**config.mk**
```make
export PLATFORM = sky130hd
export DESIGN_NAME = tone_detector
export DESIGN_NICKNAME = d
export VERILOG_FILES = /design/src/rtl/tone_detector_pkg.sv /design/src/rtl/tone_detector_level_filter.sv /design/src/rtl/tone_detector.sv
export SDC_FILE = /design/constraint.sdc
export NUM_CORES = 1
export LEC_CHECK = 0
export BUFFER_PORTS_ARGS = -buffer_cell sky130_fd_sc_hd__buf_4
export CAP_MARGIN = 20
export CORE_MARGIN = 5
export CORE_UTILIZATION = 50
export DETAILED_ROUTE_END_ITERATION = 10
export PLACE_DENSITY = 0.71
export SLEW_MARGIN = 20
export SYNTH_ARGS = -nofsm -noshare
export SYNTH_HDL_FRONTEND = slang
export SYNTH_SLANG_ARGS = --single-unit
```
**constraint.sdc**
```tcl
create_clock -name clk_25mhz -period 2.81 [get_ports clk_25mhz]
set_clock_uncertainty 0.1 [all_clocks]
set_input_delay 0.1405 -clock clk_25mhz [delete_from_list [all_inputs] [get_ports clk_25mhz]]
set_output_delay 0.1405 -clock clk_25mhz [all_outputs]
set_load 0.1 [all_outputs]
```
**src/rtl/tone_detector_pkg.sv**
```systemverilog
// -----------------------------------------------------------------------------
// tone_detector_pkg
//   Constants and types shared by the GPIO square-wave audio path.
//   - CLK_HZ, TONE_A4_HALF, TONE_A5_HALF : system clock and tone half-periods,
//     common with the tone generator.
//   - det_state_e  : detector FSM state encoding.
//   - tone_flags_t : the four mutually exclusive status flags, packed in LED
//     order {silent, other, a5, a4}.
// -----------------------------------------------------------------------------
package tone_detector_pkg;

   localparam int unsigned CLK_HZ       = 25_000_000;
   localparam int unsigned TONE_A4_HALF = CLK_HZ / 440 / 2;   // 28409 cycles
   localparam int unsigned TONE_A5_HALF = CLK_HZ / 880 / 2;   // 14204 cycles

   typedef enum logic {
      ST_SILENT  = 1'b0,
      ST_MEASURE = 1'b1
   } det_state_e;

   typedef struct packed {
      logic silent;
      logic other;
      logic a5;
      logic a4;
   } tone_flags_t;

   localparam tone_flags_t FLAGS_SILENT = '{silent: 1'b1, other: 1'b0, a5: 1'b0, a4: 1'b0};
   localparam tone_flags_t FLAGS_NONE   = '{silent: 1'b0, other: 1'b0, a5: 1'b0, a4: 1'b0};

endpackage

```
**src/rtl/tone_detector_level_filter.sv**
```systemverilog
// -----------------------------------------------------------------------------
// level_filter
//   Brings an asynchronous pin into the clock domain and removes glitches.
//   A 2-flop synchronizer feeds a stable-count that runs while the synced value
//   differs from the filtered level and clears whenever they agree. After
//   GLITCH_CYCLES consecutive differing cycles the filtered level flips and
//   edge_o pulses for one cycle (either polarity). Pin-to-edge latency is
//   2 + GLITCH_CYCLES cycles.
// Ports
//   clk     in  1  system clock
//   rst_n   in  1  asynchronous active-low reset
//   din_i   in  1  asynchronous input pin
//   edge_o  out 1  one-cycle pulse on each accepted level change
// -----------------------------------------------------------------------------
module level_filter #(
   parameter int unsigned GLITCH_CYCLES = 4
) (
   input  logic clk,
   input  logic rst_n,
   input  logic din_i,
   output logic edge_o
);

   localparam int unsigned STB_W = $clog2(GLITCH_CYCLES + 1);
   localparam logic [STB_W-1:0] STB_LAST = STB_W'(GLITCH_CYCLES - 1);

   logic             sync1_q;
   logic             sync2_q;
   logic             level_q;
   logic             edge_q;
   logic [STB_W-1:0] stable_q;

   // NOTE: clocked state uses non-blocking assignments so every flop samples
   // the pre-edge value of its neighbours; blocking here would collapse the
   // two synchronizer stages into one.
   always_ff @(posedge clk or negedge rst_n) begin
      if (!rst_n) begin
         sync1_q  <= 1'b0;
         sync2_q  <= 1'b0;
         level_q  <= 1'b0;
         edge_q   <= 1'b0;
         stable_q <= '0;
      end else begin
         sync1_q <= din_i;
         sync2_q <= sync1_q;
         edge_q  <= 1'b0;
         if (sync2_q == level_q) begin
            stable_q <= '0;
         end else if (stable_q == STB_LAST) begin
            // This cycle is the GLITCH_CYCLES-th consecutive disagreement.
            level_q  <= ~level_q;
            edge_q   <= 1'b1;
            stable_q <= '0;
         end else begin
            stable_q <= stable_q + 1'b1;
         end
      end
   end

   assign edge_o = edge_q;

endmodule

```
**src/rtl/tone_detector.sv**
```systemverilog
// -----------------------------------------------------------------------------
// tone_detector
//   Receive side of the GPIO square-wave audio path. Measures the half-period
//   of audio_in in clk_25mhz cycles, averages 2^AVG_LOG2 consecutive
//   half-periods in non-overlapping windows and classifies the mean as A4, A5,
//   other or silence.
// Ports
//   clk_25mhz        in  1      system clock
//   resetn           in  1      asynchronous active-low reset
//   audio_in         in  1      asynchronous square-wave input
//   half_period      out CNT_W  last measured half-period
//   sample_valid     out 1      pulse: half_period updated
//   half_period_avg  out CNT_W  mean of the last 2^AVG_LOG2 samples
//   avg_valid        out 1      pulse: half_period_avg and tone flags updated
//   tone_a4/a5/other out 1      classification of the latest average
//   silent           out 1      no edge for TIMEOUT_CYCLES, or since reset
//   led              out 4      {silent, tone_other, tone_a5, tone_a4}
// -----------------------------------------------------------------------------
module tone_detector #(
   parameter int unsigned CNT_W          = 20,
   parameter int unsigned TONE_A4_HALF   = tone_detector_pkg::TONE_A4_HALF,
   parameter int unsigned TONE_A5_HALF   = tone_detector_pkg::TONE_A5_HALF,
   parameter int unsigned TOL            = 256,
   parameter int unsigned AVG_LOG2       = 3,
   parameter int unsigned GLITCH_CYCLES  = 4,
   parameter int unsigned TIMEOUT_CYCLES = 250000
) (
   input  logic             clk_25mhz,
   input  logic             resetn,
   input  logic             audio_in,
   output logic [CNT_W-1:0] half_period,
   output logic             sample_valid,
   output logic [CNT_W-1:0] half_period_avg,
   output logic             avg_valid,
   output logic             tone_a4,
   output logic             tone_a5,
   output logic             tone_other,
   output logic             silent,
   output logic [3:0]       led
);

   import tone_detector_pkg::*;

   localparam int unsigned ACC_W = CNT_W + AVG_LOG2;
   localparam logic [CNT_W-1:0] CNT_MAX   = '1;
   localparam logic [CNT_W-1:0] TIMEOUT_C = CNT_W'(TIMEOUT_CYCLES);
   localparam logic [CNT_W-1:0] A4_C      = CNT_W'(TONE_A4_HALF);
   localparam logic [CNT_W-1:0] A5_C      = CNT_W'(TONE_A5_HALF);
   localparam logic [CNT_W-1:0] TOL_C     = CNT_W'(TOL);

   logic                filt_edge;
   det_state_e          state_q;
   logic [CNT_W-1:0]    cnt_q, cnt_d;
   logic [ACC_W-1:0]    acc_q, acc_d;
   logic [AVG_LOG2-1:0] nsamp_q;
   logic                avg_pend_q;
   logic [CNT_W-1:0]    half_period_q;
   logic [CNT_W-1:0]    avg_q;
   logic                sample_valid_q;
   logic                avg_valid_q;
   tone_flags_t         flags_q;
   logic [CNT_W-1:0]    avg_new;
   logic                meas_edge;
   logic                timeout_hit;

   level_filter #(
      .GLITCH_CYCLES (GLITCH_CYCLES)
   ) u_level_filter (
      .clk    (clk_25mhz),
      .rst_n  (resetn),
      .din_i  (audio_in),
      .edge_o (filt_edge)
   );

   function automatic logic [CNT_W-1:0] abs_diff(input logic [CNT_W-1:0] a,
                                                 input logic [CNT_W-1:0] b);
      return (a > b) ? (a - b) : (b - a);
   endfunction

   // A4 is tested first, so it wins if the tolerance windows ever overlap.
   function automatic tone_flags_t classify(input logic [CNT_W-1:0] avg);
      tone_flags_t f;
      f = FLAGS_NONE;
      if (abs_diff(avg, A4_C) <= TOL_C) begin
         f.a4 = 1'b1;
      end else if (abs_diff(avg, A5_C) <= TOL_C) begin
         f.a5 = 1'b1;
      end else begin
         f.other = 1'b1;
      end
      return f;
   endfunction

   assign meas_edge   = (state_q == ST_MEASURE) && filt_edge;
   // An edge on the timeout cycle is a valid (long) sample, so it wins.
   assign timeout_hit = (state_q == ST_MEASURE) && !filt_edge && (cnt_q == TIMEOUT_C);
   assign avg_new     = acc_q[ACC_W-1:AVG_LOG2];

   // NOTE: every variable assigned in always_comb gets a default first, so no
   // path leaves it unassigned and no latch is inferred.
   always_comb begin
      cnt_d = cnt_q;
      if (filt_edge) begin
         cnt_d = CNT_W'(1);
      end else if (state_q == ST_SILENT) begin
         cnt_d = '0;
      end else if (cnt_q != CNT_MAX) begin
         cnt_d = cnt_q + 1'b1;
      end
   end

   // The window sum is read one cycle after its last sample, then restarts;
   // a sample landing in that same cycle starts the next window.
   always_comb begin
      acc_d = avg_pend_q ? '0 : acc_q;
      if (meas_edge) begin
         acc_d = acc_d + ACC_W'(cnt_q);
      end else if (timeout_hit) begin
         acc_d = '0;
      end
   end

   always_ff @(posedge clk_25mhz or negedge resetn) begin
      if (!resetn) begin
         cnt_q <= '0;
         acc_q <= '0;
      end else begin
         cnt_q <= cnt_d;
         acc_q <= acc_d;
      end
   end

   always_ff @(posedge clk_25mhz or negedge resetn) begin
      if (!resetn) begin
         state_q        <= ST_SILENT;
         nsamp_q        <= '0;
         avg_pend_q     <= 1'b0;
         half_period_q  <= '0;
         avg_q          <= '0;
         sample_valid_q <= 1'b0;
         avg_valid_q    <= 1'b0;
         flags_q        <= FLAGS_SILENT;
      end else begin
         sample_valid_q <= 1'b0;
         avg_valid_q    <= 1'b0;
         avg_pend_q     <= 1'b0;

         if (avg_pend_q) begin
            avg_q       <= avg_new;
            avg_valid_q <= 1'b1;
            flags_q     <= classify(avg_new);
         end

         unique case (state_q)
            ST_SILENT: begin
               // The first edge only opens an interval; there is no sample yet.
               if (filt_edge) begin
                  state_q <= ST_MEASURE;
                  flags_q <= FLAGS_NONE;
               end
            end
            ST_MEASURE: begin
               if (filt_edge) begin
                  half_period_q  <= cnt_q;
                  sample_valid_q <= 1'b1;
                  nsamp_q        <= nsamp_q + 1'b1;
                  if (nsamp_q == '1) begin
                     avg_pend_q <= 1'b1;
                  end
               end else if (timeout_hit) begin
                  // half_period and half_period_avg keep their last values.
                  state_q <= ST_SILENT;
                  flags_q <= FLAGS_SILENT;
                  nsamp_q <= '0;
               end
            end
            default: state_q <= ST_SILENT;
         endcase
      end
   end

   assign half_period     = half_period_q;
   assign sample_valid    = sample_valid_q;
   assign half_period_avg = avg_q;
   assign avg_valid       = avg_valid_q;
   assign tone_a4         = flags_q.a4;
   assign tone_a5         = flags_q.a5;
   assign tone_other      = flags_q.other;
   assign silent          = flags_q.silent;
   assign led             = flags_q;

endmodule

```
Yosys cells after proc, flatten, opt, wreduce, memory -nomap -nowiden
Cells that the tools add are included.
{"block": "op_classes", "add_sub_neg": 8, "mul": 0, "n_div": 0, "magnitude_cmp": 4, "n_eq_ne": 6, "shifts": 0, "mux": 32, "bitwise": 3, "n_reduce_logical": 8}
{"operator": "$mux 20", "n": 5}
{"operator": "$mux 23", "n": 3}
{"operator": "$le 20x9->1 const B", "n": 2}
{"operator": "$add 23x20->23", "n": 1}
{"operator": "$add 20x1->20 const B", "n": 1}
{"operator": "$eq 20x18->1 const B", "n": 1}
{"operator": "$gt 20x14->1 const B", "n": 1}
{"operator": "$gt 20x15->1 const B", "n": 1}
{"operator": "$ne 20x20->1 const B", "n": 1}
{"operator": "$sub 14x20->20 const A", "n": 1}
{"operator": "$sub 15x20->20 const A", "n": 1}
{"operator": "$sub 20x14->20 const B", "n": 1}
{"operator": "$sub 20x15->20 const B", "n": 1}
{"operator": "$mux 4", "n": 4}
{"operator": "$mux 1", "n": 13}
{"operator": "$mux 3", "n": 4}
{"operator": "$pmux 4 s2", "n": 1}
{"operator": "$add 3x1->3 const B", "n": 2}
{"operator": "$reduce_and 2->1", "n": 3}
{"operator": "$eq 3x2->1 const B", "n": 1}
{"operator": "$eq 3x3->1 const B", "n": 1}
{"operator": "$logic_and 1x1->1", "n": 3}
{"operator": "$ne 3x1->1 const B", "n": 1}
{"operator": "$not 1->1", "n": 3}
{"operator": "5 further kinds", "n": 5}
{"block": "totals", "regBits": 101, "latchBits": 0, "ramBits": 0, "romBits": 0, "inputBits": 3, "out_inout_bits": 50, "word_cells": 79, "memories": 0}

Depth between registers and ports, before layout
{"block": "depth", "ltp_word": 9, "depth_mapped": 14, "ltp_nobuf": 13}

Modules after synthesis
Synthesis repeated with hierarchy kept, for this count alone.
{"block": "hier_totals", "cells_unflattened": 756, "hier_area_um2": 6712.7}
{"mod": "tone_detector", "n_inst": 1, "cells_each": 741, "area_per_inst_um2": 6465.0, "seq_area_each_um2": 2353.5}
{"mod": "level_filter", "n_inst": 1, "cells_each": 15, "area_per_inst_um2": 247.7, "seq_area_each_um2": 175.2}

Worst setup path after synthesis
Ideal clock, no wire load.
{"block": "synth_timing", "kind": "register -> register", "from": "register avg_pend_q", "to": "register acc_q[21]", "setup_time_ns": 0.072, "t_arrival_ns": 2.849, "required_time_ns": 2.638, "slack_ns": -0.212, "stages_incl_launch_ff": 14, "path_buffers": 2, "synth_period_minus_slack_ns": 3.022, "path_cell_list": "dfrtp_1 > clkbuf_1 > clkbuf_1 > nor2_1 > ha_1 > o21a_1 > o21ai_0 > o21a_1 > o41ai_2 > a31oi_1 > o211ai_1 > nand3_1 > mux2_2 > nor2_1"}
{"block": "synth_via", "elab_chain_cells": 3, "elab_cells_between_ends": 4, "cone_classes": "add/sub (1); mux (3)"}
{"element": "start: declaration", "line": "tone_detector.sv:56", "source": "logic avg_pend_q;"}
{"element": "start signal: assignment", "line": "tone_detector.sv:137", "source": "avg_pend_q <= 1'b0;"}
{"element": "start signal: assignment", "line": "tone_detector.sv:146", "source": "avg_pend_q <= 1'b0;"}
{"element": "start signal: assignment", "line": "tone_detector.sv:168", "source": "avg_pend_q <= 1'b1;"}
{"element": "$mux 23 (*)", "line": "tone_detector.sv:115", "source": "acc_d = avg_pend_q ? '0 : acc_q;"}
{"element": "$add 23x20->23 / $mux 23 (equally long branches)", "line": "tone_detector.sv:117, tone_detector.sv:118"}
{"element": "$mux 23 (*)", "line": "tone_detector.sv:116", "source": "if (meas_edge) begin"}
{"element": "via acc_d[21]", "line": "tone_detector.sv:54", "source": "logic [ACC_W-1:0] acc_q, acc_d;"}
{"element": "end signal: assignment", "line": "tone_detector.sv:126", "source": "acc_q <= '0;"}
{"element": "end signal: assignment", "line": "tone_detector.sv:129", "source": "acc_q <= acc_d;"}
{"element": "end: declaration", "line": "tone_detector.sv:54"}
Mark *: on every way through the listed nets, which the timed path passes. The rest lies on a longest branch.
A chain may end at the register's enable or synchronous reset.

Worst setup path after layout
{"block": "layout_timing", "from": "register avg_pend_q", "to": "register acc_q[20]"}
The elaborated chain is that of the path after synthesis.

==> results by stage <==
Logic synthesis:
- In this run the mean area of a mapped cell was between 8 and 9 um^2.
- Of the synthesized area, sequential elements account for between 30% and 40%.
- The cell count after synthesis is 766.
- The fraction of synthesized cell area taken by the top area cell type is around 37%.
- In the synthesized netlist, the cells that appear most often are nand2_1 (109), dfrtp_1 (100), nor2_1 (53), o21ai_0 (52), clkbuf_1 (38).
- For this run, asynchronously set or reset flops after synthesis account for 100.0%.
- In the post-synthesis netlist, the biggest area contributors are dfrtp_1 (37%), nand2_1 (6.1%), ha_1 (5.8%).
- The Yosys warning count is 0.
- The number of synthesized register bits is just over 100.
- The cell area that synthesis handed to floorplanning was 6710 um^2.
- The predominant post-synthesis flop cell is dfrtp_1.
- The count of flip-flops with a built-in enable after synthesis is 0.
- The number of library cell types mapped by synthesis is 79.
- Synthesis produced a netlist with a net count of 801.
- The cell type contributing the most total cell area after synthesis is dfrtp_1.
- The most numerous cell in the Yosys netlist is nand2_1.

Timing:
- The transition time at the pin with the least slew margin is 0.6825 ns.
- The total negative slack for setup checks is -0.1730 ns.
- The number of endpoints failing setup at the final stage is 3.
- The maximum achievable frequency is 346.0 MHz.
- The relative max-transition margin is 54.50%.
- The worst path in the final design needs a cycle of approximately 2.9 ns, including I/O delays and setup.
- The number of max-slew violations in the final report is 0.
- Setup repair after global routing could not meet its margin everywhere.
- The worst-case setup margin in the final layout is -0.08046 ns.
- The final hold violation count is 0.
- Of the available clock period, the critical path in the final layout requires 102.9%.

Final layout:
- The area growth from synthesis to layout is 31.42%.
- The total number of nets in the final design is 954.
- 0 antenna diodes ended up in the layout.
- The count of cells in the finished layout, fillers not included, comes to 1100.
- After filler insertion, the fill cell instance count of the layout stands at 1076.
- In the final layout, the share of cells above drive strength 1 is 33.66%.

Placed design:
- The post-DP HPWL is approximately 15000 um.
- The total instance count after detailed placement is 1061.
- In this run the tool buffered the top-level ports with between 50 and 60 buffer cells.
- At the end of routability-driven placement, the weighted congestion stood at 0.9271.

Worst setup path:
- In this run the register-to-register setup slack is -0.08 ns.
- The largest single stage delay on the critical path is 0.45 ns.
- The largest individual stage delay along the critical path comes from the cell dfrtp_2.
- The arrival time reported for the critical path endpoint is 3.08 ns.
- The worst endpoint required time is 2.99 ns.
- The worst reg-to-reg path cell count is 13.
- STA classifies the critical path startpoint as a flop.
- The critical path goes through nor2b_2, ha_2, inv_2, fa_2, nor2b_4, o31a_1, o41a_1, o211a_1, o21ai_2, a21o_1, a21boi_1, o21ai_1, mux2i_1.
- The number of buffers and inverters on the critical path is 1.
- Broken down by cell family, the worst path's largest delay share belongs to compound AO/OA/AOI/OAI gates.
- The capture instance of the worst register-to-register path is acc_q[20].
- The category of the most critical setup path is flop to flop.
- Along the worst path, the maximum fanout reaches 6.
- The worst reg2reg path startpoint is avg_pend_q.
- The worst setup path is captured at a flop.

GRT:
- The global-route wire length before repair is between 30000 and 40000 um.
- The via count of the first global-routing pass is roughly 6500.
- The pin count of the biggest net entering global routing is 56.
- The total track usage is 25.13%.
- Global routing finished with a remaining overflow of 0.
- The number of antenna violations at the first check in global routing came to 0.

Run status:
- The flow ran to the end, but the final reports show violations.
- The final reports fail on negative setup slack.

Detailed routing:
- In the routed design, unresolved DRC markers number 0.
- The detail route stage leaves a number of antenna-violating nets equal to 0.
- After detailed routing, the number of vias per cell comes to 5.880.
- The detailed router's first-iteration violation count is 494.
- For this block, the via count after detailed routing is approximately 6500.
- The final wirelength is 20020 um.
- The pre-antenna-repair detailed-routing pass consisted of 5 iterations.
- The routed wire length per instance is around 18 um.

CTS:
- The CTS H-tree depth is 3.
- The root buffer cell is clkbuf_16.
- For this design, the sink count on the clock tree is 101.
- The number of clock buffers inserted by TritonCTS is 9.
- For the worst-skew pair, the clock arrives at the later sink with an insertion delay of roughly 0.36 ns.
- The clock tree from TritonCTS is built.
- After clock tree synthesis, the clock-pin slew on the worst setup and hold paths is 0.08 ns.
- The clock passes through at most 2 buffers.

Floorplanning:
- The die covers 15840 um^2.
- The initial core utilization is 50.87%.
- The die width is 125.8 um.
- The site row count is 42.
- In this run the standard cell core region covers approximately 13000 um^2.
- The number of top-level design ports is 53.
- The floorplan step set the die height to 125.8 um.

Pwr:
- The worst voltage drop across the vdd grid is 469.2 uV.
- Power spread over the standard cell area amounts to between 400 and 500 nW/um^2.
- In this run the static leakage power is 4.204 nW.

Min path:
- The worst hold path class is input pin to asynchronous set/reset pin.

Job:
- The max-cap violation count is 0.
[sequential cells by signal, summed over array words and instances (netlist names), 3 cells and up, named ones only]
signal and cells:
acc_q 23, cnt_q 20, u_level_filter.stable_q 3, half_period_avg 20, half_period 20, nsamp_q 3
[metrics by stage]
stage          hold WS, ns  area, um^2  setup WS, ns  power (mW)  utilization (%)
6_report            0.2318        8818      -0.08046       3.882            66.86
5_1_grt             0.2763        8818       -0.1496       4.068            66.86
4_1_cts             0.2606        8546       -0.1825       3.894            64.79
3_5_place_dp        0.1094        8020       -0.1963       2.517            60.80
3_3_place_gp       0.09334        8020      -0.09980       2.471            60.80
2_1_floorplan      -0.2551        6750      -0.01095       2.190                -
[cell type report]
class,instances,area (um^2),area share (%)
Clock buffer,9,225.2,2.554
Clock inverter,7,92.59,1.050
Inverter,20,75.07,0.8513
Multi-Input combinational cell,594,4163,47.20
Sequential cell,101,2537,28.77
Tap cell,176,220.2,2.497
Timing Repair Buffer,193,1505,17.07
[kinds of logic after synthesis]
logic type      Yosys count  synth area share [%]
xor+xnor                 43                 5.613
mux                      28                 4.624
flops                   101                 37.68
buf+inv                  72                 4.661
fa+ha+maj                32                 6.079
compound gates          177                 17.55
simple gates            313                 23.79
[cells in the final DEF, fill, tap and decap left out, drive strengths merged, types with 5 or more instances in the layout]
cell	n
ha	31
nor4	8
o21a	9
nand3	26
nor2b	23
inv	22
o21ai	58
clkbuf	9
and3	10
xor2	19
xnor2	24
a211oi	5
a21oi	35
nor3b	5
nand4	18
o31ai	6
nor2	53
nand2b	13
nor3	13
a21boi	5
nor4b	7
a21o	8
nand2	109
mux2	24
a31oi	10
buf	191
or3	7
dfrtp	100
[per-layer routing]
layer,up-vias,wire length (um),track usage (%)
met5,-,0,0
met4,0,896,13.06
met3,64,769,3.133
met2,205,9924,43.23
met1,3157,8432,30.99
li1,3042,-,-
[where the power goes]
part | internal [mW] | switching [mW] | total, mW
registers | 1.56 | 0.0662 | 1.62
clock network | 0.715 | 0.633 | 1.35
logic | 0.342 | 0.568 | 0.910
total | 2.61 | 1.27 | 3.88
[worst max-delay path by stage]
| stage | startpoint | to | slack [ns] | cells after the start |
|---|---|---|---|---|
| after floorplan | avg_pend_q | acc_q[18] | -0.01 | 12 |
| after detailed placement | avg_pend_q | acc_q[22] | -0.20 | 13 |
| after global placement | acc_q[4] | flop | -0.1 | 11 |
| after global routing | avg_pend_q | acc_q[20] | -0.15 | 13 |
| after CTS | avg_pend_q | acc_q[20] | -0.18 | 11 |
| final | avg_pend_q | acc_q[20] | -0.08 | 13 |
[what timing repair did]
action | 4_1_cts | 5_1_grt
setup endpoints to repair | 10 | 12
gates cloned | 1 | 0
hold buffers | 2 | 0
hold endpoints to repair | 46 | 0
buffers inserted | 12 | 8
pin swaps | 23 | 28
resized for setup | 35 | 55
Power figures use the tool's default switching activity.
